**config.mk**
```make
export PLATFORM = sky130hd
export DESIGN_NAME = rx_tlp_trigger_p
export DESIGN_NICKNAME = d
export VERILOG_FILES = /design/src/rtl/rx_trig_pkg.sv /design/src/rtl/rx_trig_timeout.sv /design/src/rtl/rx_tlp_trigger_p.sv
export SDC_FILE = /design/constraint.sdc
export NUM_CORES = 1
export LEC_CHECK = 0
export CAP_MARGIN = 20
export CORE_MARGIN = 2
export CORE_UTILIZATION = 45
export CTS_CLUSTER_DIAMETER = 150
export CTS_CLUSTER_SIZE = 12
export DETAILED_ROUTE_END_ITERATION = 8
export HOLD_SLACK_MARGIN = 0.06
export PLACE_DENSITY = 0.88
export SETUP_SLACK_MARGIN = 0.02
export SYNTH_ARGS = -nofsm -noshare
export SYNTH_HDL_FRONTEND = slang
export SYNTH_HIERARCHICAL = 1
export SYNTH_SLANG_ARGS = --single-unit
```
**constraint.sdc**
```tcl
create_clock -name clk -period 1.8 [get_ports clk]
set_input_delay 0.27 -clock clk [delete_from_list [all_inputs] [get_ports clk]]
set_output_delay 0.27 -clock clk [all_outputs]
set_load 0.05 [all_outputs]
```
**src/rtl/rx_trig_pkg.sv**
```systemverilog
// rtl/rx_trig_pkg.sv - shared states, defaults and width helper for the RX DMA TLP trigger.
package rx_trig_pkg;

    localparam int DEF_TLP_QW       = 16;
    localparam int DEF_PAGE_QW_LOG2 = 18;

    localparam logic [5:0] ST_IDLE_V   = 6'b000001;
    localparam logic [5:0] ST_TLP_V    = 6'b000010;
    localparam logic [5:0] ST_LAST_V   = 6'b000100;
    localparam logic [5:0] ST_CHPG_V   = 6'b001000;
    localparam logic [5:0] ST_UPD_V    = 6'b010000;
    localparam logic [5:0] ST_SETTLE_V = 6'b100000;

    typedef enum logic [5:0] {
        ST_IDLE   = ST_IDLE_V,
        ST_TLP    = ST_TLP_V,
        ST_LAST   = ST_LAST_V,
        ST_CHPG   = ST_CHPG_V,
        ST_UPD    = ST_UPD_V,
        ST_SETTLE = ST_SETTLE_V
    } trig_state_t;

    // qwords_to_send must hold TLP_QW itself, hence the extra bit.
    function automatic int qw_cnt_w(input int tlp_qw);
        return $clog2(tlp_qw) + 1;
    endfunction

endpackage

```
**src/rtl/rx_trig_timeout.sv**
```systemverilog
// rtl/rx_trig_timeout.sv - idle-cycle counter that flags when buffered residue should be flushed.
module rx_trig_timeout #(
    parameter int TO_W = 16
) (
    input  logic            clk,
    input  logic            reset_n,
    input  logic            i_idle,
    input  logic            i_stay,
    input  logic            i_clr,
    input  logic [TO_W-1:0] i_timeout_cycles,
    output logic            o_timeout
);

    logic [TO_W-1:0] r_count;

    always_ff @(posedge clk or negedge reset_n) begin
        if (!reset_n) begin
            r_count <= '0;
        end else if (!i_idle || i_clr) begin
            r_count <= '0;
        end else if (i_stay) begin
            r_count <= r_count + 1'b1;
        end
    end

    // Compare is combinational so a new threshold applies on the very next cycle.
    assign o_timeout = (i_timeout_cycles != '0) && (r_count == i_timeout_cycles - 1'b1);

endmodule

```
**src/rtl/rx_tlp_trigger_p.sv**
```systemverilog
// rtl/rx_tlp_trigger_p.sv - decides full TLP / page-closing TLP / huge-page change; RX_TRIG_TIMEOUT_EN enables timeout flush.
module rx_tlp_trigger_p
    import rx_trig_pkg::*;
#(
    parameter int BUF_AW       = 10,
    parameter int TLP_QW       = DEF_TLP_QW,
    parameter int PAGE_QW_LOG2 = DEF_PAGE_QW_LOG2,
    parameter int TO_W         = 16
) (
    input  logic                        clk,
    input  logic                        reset_n,
    input  logic [BUF_AW-1:0]           commited_wr_address,
    input  logic [TO_W-1:0]             timeout_cycles,
    output logic                        trigger_tlp,
    input  logic                        trigger_tlp_ack,
    output logic                        send_last_tlp,
    output logic                        change_huge_page,
    input  logic                        change_huge_page_ack,
    output logic [qw_cnt_w(TLP_QW)-1:0] qwords_to_send,
    output logic [BUF_AW-1:0]           commited_rd_address,
    output logic [PAGE_QW_LOG2:0]       page_offset,
    output logic                        busy
);

    localparam int QW_W = qw_cnt_w(TLP_QW);
    localparam int PO_W = PAGE_QW_LOG2 + 1;
    localparam logic [BUF_AW-1:0] TLP_QW_A  = BUF_AW'(TLP_QW);
    localparam logic [PO_W-1:0]   TLP_QW_P  = PO_W'(TLP_QW);
    localparam logic [QW_W-1:0]   TLP_QW_Q  = QW_W'(TLP_QW);
    localparam logic [PO_W-1:0]   PAGE_FULL = {1'b1, {PAGE_QW_LOG2{1'b0}}};

    trig_state_t        r_state;
    trig_state_t        w_state_next;
    logic [BUF_AW-1:0]  r_diff_q;
    logic [BUF_AW-1:0]  r_rd;
    logic [BUF_AW-1:0]  w_rd_next;
    logic [PO_W-1:0]    r_page_off;
    logic [PO_W-1:0]    w_page_off_next;
    logic [QW_W-1:0]    r_qw;
    logic [QW_W-1:0]    w_qw_next;
    logic               w_diff_ge;
    logic               w_page_full;
    logic               w_dirty;
    logic               w_timeout;
    logic               w_stay;

    assign w_diff_ge   = r_diff_q >= TLP_QW_A;
    assign w_page_full = r_page_off == PAGE_FULL;
    assign w_dirty     = r_page_off > TLP_QW_P;

`ifdef RX_TRIG_TIMEOUT_EN
    rx_trig_timeout #(
        .TO_W(TO_W)
    ) u_timeout (
        .clk              (clk),
        .reset_n          (reset_n),
        .i_idle           (r_state == ST_IDLE),
        .i_stay           (w_stay),
        .i_clr            (w_diff_ge),
        .i_timeout_cycles (timeout_cycles),
        .o_timeout        (w_timeout)
    );
`else
    logic w_unused_to;
    assign w_timeout   = 1'b0;
    assign w_unused_to = ^{timeout_cycles, w_stay};
`endif

    always_ff @(posedge clk or negedge reset_n) begin
        if (!reset_n) begin
            r_state    <= ST_IDLE;
            r_diff_q   <= '0;
            r_rd       <= '0;
            r_page_off <= TLP_QW_P;
            r_qw       <= '0;
        end else begin
            r_state    <= w_state_next;
            r_diff_q   <= commited_wr_address - r_rd;
            r_rd       <= w_rd_next;
            r_page_off <= w_page_off_next;
            r_qw       <= w_qw_next;
        end
    end

    // Pointer advance is committed on the ack edge so it is visible in UPD;
    // SETTLE then lets diff_q catch up before IDLE looks at it again.
    always_comb begin
        w_state_next    = r_state;
        w_rd_next       = r_rd;
        w_page_off_next = r_page_off;
        w_qw_next       = r_qw;
        w_stay          = 1'b0;
        case (r_state)
            ST_IDLE: begin
                if (w_page_full) begin
                    w_state_next = ST_CHPG;
                    w_qw_next    = '0;
                end else if (w_diff_ge) begin
                    w_state_next = ST_TLP;
                    w_qw_next    = TLP_QW_Q;
                end else if (w_timeout && (r_diff_q != '0)) begin
                    w_state_next = ST_LAST;
                    w_qw_next    = QW_W'(r_diff_q);
                end else if (w_timeout && w_dirty) begin
                    w_state_next = ST_CHPG;
                    w_qw_next    = '0;
                end else begin
                    w_stay = 1'b1;
                end
            end
            ST_TLP: begin
                if (trigger_tlp_ack) begin
                    w_state_next    = ST_UPD;
                    w_rd_next       = r_rd + TLP_QW_A;
                    w_page_off_next = r_page_off + TLP_QW_P;
                end
            end
            ST_LAST: begin
                if (change_huge_page_ack) begin
                    w_state_next    = ST_UPD;
                    w_rd_next       = r_rd + BUF_AW'(r_qw);
                    w_page_off_next = TLP_QW_P;
                end
            end
            ST_CHPG: begin
                if (change_huge_page_ack) begin
                    w_state_next    = ST_UPD;
                    w_page_off_next = TLP_QW_P;
                end
            end
            ST_UPD:    w_state_next = ST_SETTLE;
            ST_SETTLE: w_state_next = ST_IDLE;
            default:   w_state_next = ST_IDLE;
        endcase
    end

    assign trigger_tlp         = r_state == ST_TLP;
    assign send_last_tlp       = r_state == ST_LAST;
    assign change_huge_page    = r_state == ST_CHPG;
    assign busy                = r_state != ST_IDLE;
    assign qwords_to_send      = r_qw;
    assign commited_rd_address = r_rd;
    assign page_offset         = r_page_off;

endmodule

```
==> flow_summary_export.csv <==
group,metric,value,unit
critical_path,crit_arrival,1630,ps
finish,area_growth,38.8,%
sta,holdWs,385,ps
clock_network,clockBufferDepth,2,
finish,seq_area,845,µm²
yosys,yosysUniqueCellTypes,48,
global_route,overflow,0,
critical_path,cp-start-kind,"flip-flop",
yosys,ys_seq_area_share,42.1,%
finish,multi_input_area,1110,µm²
power,peakVddDrop,0.000969,V
sta,finalHoldViolations,0,
placement,io_buffer_count,34,
clock_network,cts_tree,"yes",
yosys,yosysTopAreaCellShare,39.4,%
yosys,synth_seq_cells,33,
detailed_routing,viasPerCell,5.78,
yosys,synthAdderAreaFrac,6.11,%
critical_path,path_class,"flip-flop to primary output",
finish,drive_above_1_share,34.1,%
outcome,status,"complete, but fails checks",
critical_path,cp_max_fo,3,
sta,final-setup-viol-count,2,
finish,nets,305,
sta,slew_viol_final,0,
clock_network,clk_latency,290,ps
clock_network,cts.reportedPaths.clkPinSlew,70,ps
yosys,synth_cells,202,
global_route,use_met1,25.4,%
yosys,synth-simple-area-share,20.2,%
yosys,syn_area_per_cell,9.74,µm²
hold_path,hold_class,"input port to async pin",
global_route,grt_usage,21.0,%
yosys,synth_area_leader_cell,"dfrtp_1",
die,num_rows,24,
power,leakagePower,1.21,nW
global_route,grt_pass1_vias,1715,
flow_run,maxCapViolations,0,
critical_path,rr_worst_depth,5,
sta,fin_worst_skew,10.9,ps
yosys,ys.flop_type,"dfrtp_1",
clock_network,cts_sinks,33,
detailed_routing,drt_pass1_iterations,4,
critical_path,reg2reg_slack,-60,ps
sta,layout_min_cycle_time,1900,ps
yosys,synth_compound_area_share,15.9,%
yosys,synth.area.mux_share,0,%
critical_path,required,1530,ps
detailed_routing,wl_per_cell,16.9,µm
sta,clock.fmax,526,MHz
global_route,top_usage_layer,"met2",
yosys,synth_edf_count,0,
clock_network,cts_buffers,5,
critical_path,path_cells,"or3_4, nor3b_4, buf_12",
detailed_routing,num_vias,1845,
finish,n_antenna_cell,0,
critical_path,crit_buf_inv,1,
placement,dp_hpwl,3.14,mm
detailed_routing,drt_wl_total,5.38,mm
critical_path,cp-end-kind,"primary output",
yosys,netlist_area,1970,µm²
die,die_h,70.1,µm
die,core_area,4290,µm²
global_route,grt_max_degree,34,
sta,fin_ws,-103,ps
clock_network,htreeDepth,2,
placement,place_area,2420,µm²
yosys,synth_top_family_by_area,"simple AND/OR/NAND/NOR gates",
sta,rsz0062_at_grt,"true",
die,dieArea,4920,µm²
critical_path,cpPeakStageDelay,450,ps
placement,place.gp.congestion,0.824,
clock_network,cts_root_buffer,"clkbuf_8",
die,ios,68,
yosys,ys_warn_count,6,
critical_path,slowest_stage,"dfrtp_2",
die,start_util,45.8,%
outcome,failed_checks,"negative setup slack",
global_route,antenna_found_initial,0,
global_route,globalRouteMet3Util,5.34,%
die,chipWidth,70.1,µm
yosys,synth_xor_xnor_area_share,6.68,%
finish,post-route-cell-area,2730,µm²
global_route,grt_use_met2,35.4,%
yosys,synth_area_leaders,"dfrtp_1 (39%), ha_1 (5.1%), buf_4 (5.0%), xnor2_1 (4.5%), o21ai_0 (3.1%)",
yosys,synthArstFlopShare,100,%
power,cellPowerDensity,1390,nW/µm²
detailed_routing,ant_nets,0,
detailed_routing,drtIter0Drc,173,
sta,min_period_over_period,106,%
critical_path,cpLargestDelayFamily,"simple AND/OR/NAND/NOR gates",
detailed_routing,drcViolationCount,0,
finish,nFillCells,315,
global_route,grt_pass1_wl,8.17,mm
sta,tns,-164,ps
critical_path,cp.depth,3,
[layout by cell type, fill, tap and decap left out, types with 4 or more instances in the layout]
cell / n
a21oi_1: 8
and4_1: 4
buf_12: 5
buf_4: 44
clkbuf_8: 6
clkdlybuf4s50_1: 10
conb_1: 13
dfrtp_1: 21
dfrtp_2: 10
ha_1: 7
inv_1: 13
nand2_1: 10
nand3_1: 4
nand4_1: 5
nor2_1: 13
nor2b_1: 4
o21ai_0: 9
or3_4: 4
xnor2_1: 10
xor2_1: 4
[cells by family (layout without fill, tap and decap cells)]
group                      after synthesis  after routing
AOI/OAI and AO/OA                       44             45
adders and majority gates                9              9
other                                    1             13
and+or+nand+nor                         68             68
DFF                                     33             33
xor gates and xnor gates                15             15
buffers and inverters                   32             84
[stage by stage]
step	setup WS, ps	utilization, %	std cells	power (mW)
finish	-103	63.6	319	3.80
CTS	-47.0	60.9	312	3.58
global route	-150	63.6	319	3.99
global placement	-130	56.3	294	2.78
floorplan	20.5	-	214	2.30
detailed placement	-175	56.3	294	2.85
[routing by layer]
layer,wire [µm],part of all wire (%)
met2,2780,52
met1,2160,40
met3,265,4.9
met5,0,0
met4,178,3.3
[worst reg2reg max path, delay by kind of cell (launching register included)]
family	cells	cell delay [ps]
buffers and inverters	1	140
AOI/OAI and AO/OA	2	370
and+or+nand+nor	2	840
DFF	1	450
[cell usage after synthesis (2+ instances only)]
| library cell | n |
|---|---|
| dfrtp_1 | 31 |
| inv_1 | 14 |
| buf_4 | 13 |
| nor2_1 | 13 |
| o21ai_0 | 12 |
| a21oi_1 | 11 |
| nand2_1 | 11 |
| xnor2_1 | 10 |
| ha_1 | 8 |
| nand3_1 | 5 |
| nand4_1 | 5 |
| xor2_1 | 5 |
| and4_1 | 4 |
| nor2b_1 | 4 |
| or3_2 | 4 |
| nor3_1 | 3 |
| nor4_1 | 3 |
| o21a_1 | 3 |
| or3_1 | 3 |
| and2_1 | 2 |
| and3_1 | 2 |
| and3b_2 | 2 |
| buf_2 | 2 |
| clkbuf_1 | 2 |
| dfstp_2 | 2 |
| nand3b_1 | 2 |
| o2111a_1 | 2 |
| o211ai_1 | 2 |
| o22ai_1 | 2 |
| o31ai_1 | 2 |
[layout make-up]
class,count,share of cell area (%)
Multi-Input combinational cell,150,40.8
Sequential cell,33,30.9
Timing Repair Buffer,62,20.7
Clock buffer,8,3.30
Tap cell,52,2.38
Inverter,14,1.92
[power by group]
part | internal, mW | total [mW] | switching (mW) | leakage, nW
Clock | 0.312 | 0.570 | 0.259 | 0.0455
Sequential | 0.961 | 1.18 | 0.220 | 0.408
Combinational | 0.896 | 2.05 | 1.16 | 0.753
[final timing paths]
| check | end | from |
|---|---|---|
| worst min-delay path | commited_rd_address[7] | reset_n |
| worst max-delay path | trigger_tlp | r_state[4] |
| worst min register to register | qwords_to_send[4] | qwords_to_send[4] |
| max in group asynchronous | page_offset[10] | reset_n |
| min in group clk | qwords_to_send[4] | qwords_to_send[4] |
| worst max register to register | page_offset[18] | r_state[4] |
[flip-flops by register name, summed over array words and instances (netlist names)]
name	count
qwords_to_send	1
r_diff_q	6
commited_rd_address	6
page_offset	15
r_state	5
[repair_timing]
item | 4_1_cts | 5_1_grt
gates resized for setup | 4 | 17
buffers inserted | 9 | 7
pin swaps | 4 | 10
endpoints found under the setup margin | 6 | 12
hold buffers | 0 | 0
gates cloned | 1 | 0
Power figures use the tool's default switching activity.
